`config.mk`:
```
export PLATFORM = sky130hd
export DESIGN_NAME = vna_trig_responder
export DESIGN_NICKNAME = d
export VERILOG_FILES = /design/src/rtl/vna_trig_responder.sv
export SDC_FILE = /design/constraint.sdc
export NUM_CORES = 1
export LEC_CHECK = 0
export ABC_AREA = 1
export CORE_ASPECT_RATIO = 0.9
export CORE_MARGIN = 2
export CORE_UTILIZATION = 40
export CTS_BUF_LIST = sky130_fd_sc_hd__clkbuf_8
export DETAILED_ROUTE_END_ITERATION = 8
export PLACE_DENSITY_LB_ADDON = 0.08
export REMOVE_ABC_BUFFERS = 1
export SYNTH_ARGS = -nofsm -noshare
export SYNTH_HDL_FRONTEND = slang
export SYNTH_SLANG_ARGS = --single-unit
```
`constraint.sdc`:
```
create_clock -name Clk -period 3.9 [get_ports Clk]
set_input_delay 0.39 -clock Clk [delete_from_list [all_inputs] [get_ports Clk]]
set_output_delay 0.39 -clock Clk [all_outputs]
set_load 0.01 [all_outputs]
```
`src/rtl/vna_trig_responder.sv`:
```
// vna_trig_responder
//   Responder end of the VNA_TRIG / VNA_RDY handshake. It accepts trigger
//   pulses that stay high long enough, then drops VNA_RDY for a fixed
//   acquisition time. It records which RF switch port was selected at each
//   accepted trigger, and it flags protocol violations in sticky error bits.
//
// Ports
//   Clk        in   system clock, rising edge
//   Rst        in   asynchronous active-high reset
//   VNA_TRIG   in   trigger from sequencer (asynchronous, synchronised here)
//   sw_J1..3   in   switch port 0..2 select, active-low
//   clr_err    in   synchronous clear of trig_err / sw_err (set wins)
//   VNA_RDY    out  1 = ready for trigger, 0 = acquiring
//   busy       out  1 while acquiring
//   point_cnt  out  accepted-trigger count (wraps)
//   last_port  out  port code latched at last accepted trigger, 3 = invalid
//   trig_err   out  sticky: trigger rising edge while acquiring
//   sw_err     out  sticky: invalid port at accept or port change while acquiring
module vna_trig_responder #(
    parameter int unsigned ACQ_CYCLES    = 100,
    parameter int unsigned MIN_TRIG_HIGH = 3,
    parameter int unsigned CNT_W         = 8
) (
    input  logic             Clk,
    input  logic             Rst,
    input  logic             VNA_TRIG,
    input  logic             sw_J1,
    input  logic             sw_J2,
    input  logic             sw_J3,
    input  logic             clr_err,
    output logic             VNA_RDY,
    output logic             busy,
    output logic [CNT_W-1:0] point_cnt,
    output logic [1:0]       last_port,
    output logic             trig_err,
    output logic             sw_err
);

    // Counters only ever hold 0..N-1, so $clog2(N) bits are enough.
    localparam int unsigned QW = (MIN_TRIG_HIGH > 1) ? $clog2(MIN_TRIG_HIGH) : 1;
    localparam int unsigned AW = (ACQ_CYCLES > 1) ? $clog2(ACQ_CYCLES) : 1;
    localparam logic [QW-1:0] QUAL_LAST = QW'(MIN_TRIG_HIGH - 1);
    localparam logic [AW-1:0] ACQ_LAST  = AW'(ACQ_CYCLES - 1);

    typedef enum logic [1:0] {
        S_IDLE,
        S_QUALIFY,
        S_ACQUIRE,
        S_WAIT_LOW
    } state_t;

    state_t           state_q, state_d;
    logic             s1_q, s2_q, s3_q;
    logic [QW-1:0]    qual_cnt_q, qual_cnt_d;
    logic [AW-1:0]    acq_cnt_q, acq_cnt_d;
    logic [CNT_W-1:0] point_cnt_q, point_cnt_d;
    logic [1:0]       last_port_q, last_port_d;
    logic             trig_err_q, trig_err_d;
    logic             sw_err_q, sw_err_d;

    logic             trig_rise;
    logic [1:0]       port_code;
    logic             accept;
    logic             trig_set;
    logic             sw_set;

    assign trig_rise = s2_q & ~s3_q;

    // Exactly one active-low select gives its port number; anything else is 3.
    always_comb begin
        case ({sw_J3, sw_J2, sw_J1})
            3'b110:  port_code = 2'd0;
            3'b101:  port_code = 2'd1;
            3'b011:  port_code = 2'd2;
            default: port_code = 2'd3;
        endcase
    end

    // State register plus synchroniser and datapath registers.
    always_ff @(posedge Clk or posedge Rst) begin
        if (Rst) begin
            state_q     <= S_IDLE;
            s1_q        <= 1'b0;
            s2_q        <= 1'b0;
            s3_q        <= 1'b0;
            qual_cnt_q  <= '0;
            acq_cnt_q   <= '0;
            point_cnt_q <= '0;
            last_port_q <= 2'd3;
            trig_err_q  <= 1'b0;
            sw_err_q    <= 1'b0;
        end else begin
            state_q     <= state_d;
            s1_q        <= VNA_TRIG;
            s2_q        <= s1_q;
            s3_q        <= s2_q;
            qual_cnt_q  <= qual_cnt_d;
            acq_cnt_q   <= acq_cnt_d;
            point_cnt_q <= point_cnt_d;
            last_port_q <= last_port_d;
            trig_err_q  <= trig_err_d;
            sw_err_q    <= sw_err_d;
        end
    end

    // Next-state and datapath logic.
    always_comb begin
        state_d     = state_q;
        qual_cnt_d  = qual_cnt_q;
        acq_cnt_d   = acq_cnt_q;
        point_cnt_d = point_cnt_q;
        last_port_d = last_port_q;
        accept      = 1'b0;
        trig_set    = 1'b0;
        sw_set      = 1'b0;

        case (state_q)
            S_IDLE: begin
                if (s2_q) begin
                    if (MIN_TRIG_HIGH == 1) begin
                        accept = 1'b1;
                    end else begin
                        qual_cnt_d = QW'(1);
                        state_d    = S_QUALIFY;
                    end
                end
            end
            S_QUALIFY: begin
                if (!s2_q) begin
                    state_d = S_IDLE;
                end else if (qual_cnt_q == QUAL_LAST) begin
                    accept = 1'b1;
                end else begin
                    qual_cnt_d = qual_cnt_q + 1'b1;
                end
            end
            S_ACQUIRE: begin
                if (port_code != last_port_q) begin
                    sw_set = 1'b1;
                end
                if (acq_cnt_q == ACQ_LAST) begin
                    // A trigger rising on the final cycle is absorbed by
                    // WAIT_LOW rather than reported as an error.
                    state_d = s2_q ? S_WAIT_LOW : S_IDLE;
                end else begin
                    acq_cnt_d = acq_cnt_q + 1'b1;
                    if (trig_rise) begin
                        trig_set = 1'b1;
                    end
                end
            end
            S_WAIT_LOW: begin
                if (!s2_q) begin
                    state_d = S_IDLE;
                end
            end
            default: state_d = S_IDLE;
        endcase

        if (accept) begin
            state_d     = S_ACQUIRE;
            acq_cnt_d   = '0;
            point_cnt_d = point_cnt_q + 1'b1;
            last_port_d = port_code;
            if (port_code == 2'd3) begin
                sw_set = 1'b1;
            end
        end

        trig_err_d = trig_set | (trig_err_q & ~clr_err);
        sw_err_d   = sw_set   | (sw_err_q   & ~clr_err);
    end

    // Outputs: all derived from registers, so they change only on edges.
    always_comb begin
        VNA_RDY   = (state_q != S_ACQUIRE);
        busy      = (state_q == S_ACQUIRE);
        point_cnt = point_cnt_q;
        last_port = last_port_q;
        trig_err  = trig_err_q;
        sw_err    = sw_err_q;
    end

endmodule

```
# After elaboration in Yosys (flattened, before gate mapping)
# Cells that the tools add are included.
# W data, S select, Z words.
# classes
add_sub_neg	3
n_eq_ne	18
muxes	23
bitwise_logic	7
reduce_logical	7
# ops
operator	count
$mux W7	3
$mux W2	7
$pmux W2 S3	2
$mux W1	10
$ne A2 B2 Y1 const B	5
$add A8 B1 Y8 const B	1
$eq A2 B2 Y1 const B	4
$add A7 B1 Y7 const B	1
$eq A7 B7 Y1 const B	1
$eq A3 B3 Y1 const B	2
$pmux W2 S2	1
$reduce_and A4 Y1	1
$reduce_bool A2 Y1	2
$and A1 B1 Y1	3
$eq A3 B2 Y1 const B	1
$ne A3 B1 Y1 const B	1
$ne A3 B2 Y1 const B	1
$ne A3 B3 Y1 const B	1
$reduce_and A3 Y1	1
$add A2 B1 Y2 const B	1
$eq A2 B1 Y1 const B	1
$logic_not A2 Y1	1
$ne A2 B2 Y1	1
$not A1 Y1	2
3 further kinds	4
# totals
ff_bits	26

# Longest topological paths before layout
# logic_depth
ltp_word	8
ltp_mapped	10

# Worst setup path after synthesis
# OpenSTA, ideal clock, no wires.
# synth_path
path_type	reg2reg
startpoint	register acq_cnt_q[0]
endpoint	register acq_cnt_q[3]
t_arrival_ps	1129
required_time_ps	3779
setup_slack_ps	2650
stages_incl_launch_ff	7
n_path_buf	0
period_less_slack_ps	1250
path_cell_list	dfrtp_1 ha_1 nand3_1 nor2_4 nand2_1 nand2_4 o21ai_1
# synth_between
elab_chain_len	4
elab_cells_between_ends	7
cone_classes	1 x add/sub; 2 x eq/ne; 3 x mux; 1 x reduce/logical
# synth_lines
item	line	text
start, declared	55	logic [AW-1:0] acq_cnt_q, acq_cnt_d;
start signal, assigned	98	acq_cnt_q <= acq_cnt_d;
$add A7 B1 Y7	146	acq_cnt_d = acq_cnt_q + 1'b1;
$mux W7	141	if (acq_cnt_q == ACQ_LAST) begin
$mux W7	117	case (state_q)
$mux W7	160	if (accept) begin
# Parallel ways exist; a longest one is shown, timed or not. The select of a mux whose other input is x is not followed.
# A chain may end at the register's enable or synchronous reset.

# Final worst setup path
# layout_path
startpoint	register state_q[1]
endpoint	output busy
# layout_between
elab_chain_len	1
# layout_lines
item	line	text
start, declared	52	state_t state_q, state_d;
start signal, assigned	93	state_q <= state_d;
$eq A2 B2 Y1	177	busy = (state_q == S_ACQUIRE);
end, declared	32	output logic busy,
# No other way between the ends.

==> results.txt <==
Adder-cell share of the synthesized area -> 2.538%
Inst Count DP -> 254
Reg power frac -> 48.3%
Seq cells post-synth -> 26
Post-synthesis cell type count -> 23
Post-synthesis sequential area ratio -> 44.16%
Placeable core region -> 3453 µm²
Worst Path Max Fanout -> 8
Clock Latency Late Sink -> 0.27 ns
Pwr Total -> 0.7635 mW
Cell area after layout -> 1762 µm²
Synth Area in Compound Gates -> 4.569%
1st-iter DRT viols -> 83
DR vias/cell -> 4.841
Initial DRT Pass Iterations -> 4
Clk sinks -> 26
Max_cap viols -> 0
Port bufs -> 20
Clock Tree Buf Depth -> 2
Largest family of logic cells by synthesized area -> simple AND/OR/NAND/NOR gates
Synth Cell Area -> 1479 µm²
Fin. max-slew vios -> 0
Total track usage -> 16.37%
Rel. slew slack -> 36.71%
Hold buffer count at cts -> 0
Pwr Density -> 433.4 nW/µm²
Comb power frac -> 28.8%
CTS HTree Levels -> 1
Mean Syn Cell Area -> 7.663 µm²
Die area -> 4200 µm²
DP Area -> 1707 µm²
Gate Count Post-Synth -> 193
Die H -> 61.69 µm
Status -> finished, final reports clean
Multiplexer area fraction after synthesis -> 0%
Startpoint types -> flop
Critical Path End Type -> output pin
Final wirelength -> 2.891 mm
Initial Util -> 42.83%
First-pass GRT wire length -> 5.140 mm
F_max -> 0.4984 GHz
Clock power frac -> 22.8%
TritonCTS Buffers -> 3
Simple-Gate Fraction of Synth Area -> 35.03%
Die width -> 68.10 µm
CTS root buffer -> clkbuf_8
Switching pwr -> 0.2478 mW
Post-DP HPWL -> 2.158 mm
Final setup vio count -> 0
Routed Antenna Nets -> 0
Resize count post-CTS -> 0
Yosys warns -> 0
Setup Fix Bufs, Post-CTS -> 0
Worst endpoint data arrival time -> 1.62 ns
Initial antenna violation count -> 0
Hold_sp -> s1_q
Reg2reg start -> qual_cnt_q[0]
Remaining DRCs -> 0
GR Overflow Total -> 0
Leakage Power -> 0.8487 nW
Reg2Reg Capture Point -> point_cnt[4]
Fin crit period -> 2.006 ns
Post-Place Worst Slack -> 2.196 ns
Data required time of the worst path -> 3.51 ns
Period utilisation layout -> 51.44%
P_int -> 0.5158 mW
Worst-path clk slew -> 0.09 ns
Area delta synth->final -> 19.12%
Fin worst setup slack -> 1.894 ns
CP Class -> flop to output pin
WL/cell -> 11.21 µm
R2R depth -> 6
Worst hold path cell count -> 0
Final setup TNS -> 0 ns
Hold Path Class -> flop to flop
Final hold vios -> 0
Xor and xnor area share after synthesis -> 3.553%
CTS tree -> yes
Unrepaired setup endpoints after global routing -> false
Rows -> 20
Via count -> 1249
Switch share -> 32.45%
I/O pin count -> 21
Reg2Reg Setup Slack -> 2.31 ns
Net count reported at finish -> 225
GPL Wtd Cong -> 0.9069
Vias in the first global route -> 1152
Skew final -> 0.009577 ns
Share of cells above drive strength 1 -> 8.879%
Largest net degree at the start of global routing -> 27
Worst slew pin tran -> 0.9484 ns
Hold endpoint -> s2_q
N_diodes -> 0
VDD IR-drop max -> 0.3355 mV
Final std cells w/o fill -> 258
## cell type report
| type | count | area (µm²) |
|---|---|---|
| Fill cell | 345 | 1692 |
| Multi-Input combinational cell | 132 | 675.6 |
| Sequential cell | 26 | 653.1 |
| Timing Repair Buffer | 20 | 200.2 |
| Inverter | 32 | 122.6 |
| Clock buffer | 4 | 55.05 |
| Tap cell | 44 | 55.05 |
## worst max-delay path by stage
stage	startpoint	endpoint	slack, ns	cells after the start
3_3_place_gp	state_q[1]	busy	2.23	3
6_report	state_q[1]	busy	1.89	3
3_5_place_dp	state_q[1]	busy	2.20	3
5_1_grt	state_q[1]	busy	1.82	3
4_1_cts	state_q[1]	busy	1.89	3
2_1_floorplan	qual_cnt_q[0]	point_cnt[4]	2.52	6
## critical path, stage by stage, from the launching register on
cell             delay [ns]
dfrtp_1                0.45
inv_2                  0.09
nor2_4                 0.21
clkdlybuf4s50_1        0.59
## per-layer routing
| metal | up-vias | share of wire [%] | global-route usage (%) | wire length, µm |
|---|---|---|---|---|
| met4 | 0 | 0.66 | 3.429 | 19 |
| li1 | 648 | - | - | - |
| met5 | - | 0 | 0 | 0 |
| met2 | 21 | 49 | 26.49 | 1405 |
| met1 | 578 | 47 | 22.26 | 1359 |
| met3 | 2 | 3.7 | 4.388 | 108 |
## logic make-up (layout without fill, tap and decap cells)
group / count (synthesis) / count (layout)
AOI/OAI and AO/OA: 13 / 13
xor gates and xnor gates: 6 / 6
adders and majority gates: 3 / 3
buffers and inverters: 35 / 56
DFF: 26 / 26
and+or+nand+nor: 110 / 110
## cell usage after synthesis
cell	n	area, µm²
o31ai_1	1	7.510
nand4_1	8	50.05
nand2_1	64	240.2
buf_6	2	22.52
dfstp_2	2	52.55
nand3_2	1	10.01
o21ai_0	8	40.04
o21ai_1	4	20.02
inv_4	1	6.260
dfrtp_1	24	600.6
ha_1	3	37.54
nand2_4	2	22.52
buf_2	1	5.000
xor2_1	4	35.03
xnor2_1	2	17.52
inv_1	28	105.1
nand3_1	17	85.08
nor2_1	10	37.54
nand2_2	2	12.51
nor3_1	2	10.01
inv_2	3	11.26
nor3_4	1	16.27
nor2_4	3	33.78
## metrics by stage
stage	hold slack, ns	utilization [%]
after detailed placement	0.3448	49.42
after CTS	0.3650	51.01
final	0.3635	51.01
after floorplan	0.3312	-
after global placement	0.3421	49.42
after global routing	0.3728	51.01
## cells in the final DEF, fill, tap and decap left out
master / Yosys / routed
inv_2: 3 / 3
xnor2_1: 2 / 2
nor2_4: 3 / 3
clkdlybuf4s50_1: 0 / 20
nor2_1: 10 / 10
nor3_4: 1 / 1
nand2_4: 2 / 2
inv_4: 1 / 1
nand2_1: 64 / 64
ha_1: 3 / 3
o21ai_0: 8 / 8
nand4_1: 8 / 8
dfstp_2: 2 / 2
nor3_1: 2 / 2
nand3_2: 1 / 1
inv_1: 28 / 28
o21ai_1: 4 / 4
clkbuf_8: 0 / 4
xor2_1: 4 / 4
nand2_2: 2 / 2
dfrtp_1: 24 / 24
nand3_1: 17 / 17
o31ai_1: 1 / 1
## state kept, by name, indices dropped and copies added (netlist names)
register and flops:
acq_cnt_q 7, sw_err 1, point_cnt 8, s3_q 1
trig_err 1, state_q 2, last_port 2, qual_cnt_q 2
s1_q 1, s2_q 1
## power groups by stage
stage	registers (mW)	logic (mW)	clock network, mW
2_1_floorplan	0.378	0.126	0
3_3_place_gp	0.373	0.217	0
3_5_place_dp	0.375	0.223	0
4_1_cts	0.371	0.224	0.180
5_1_grt	0.379	0.251	0.190
6_report	0.369	0.220	0.174
Note: power is estimated with default switching activity, not from simulation.
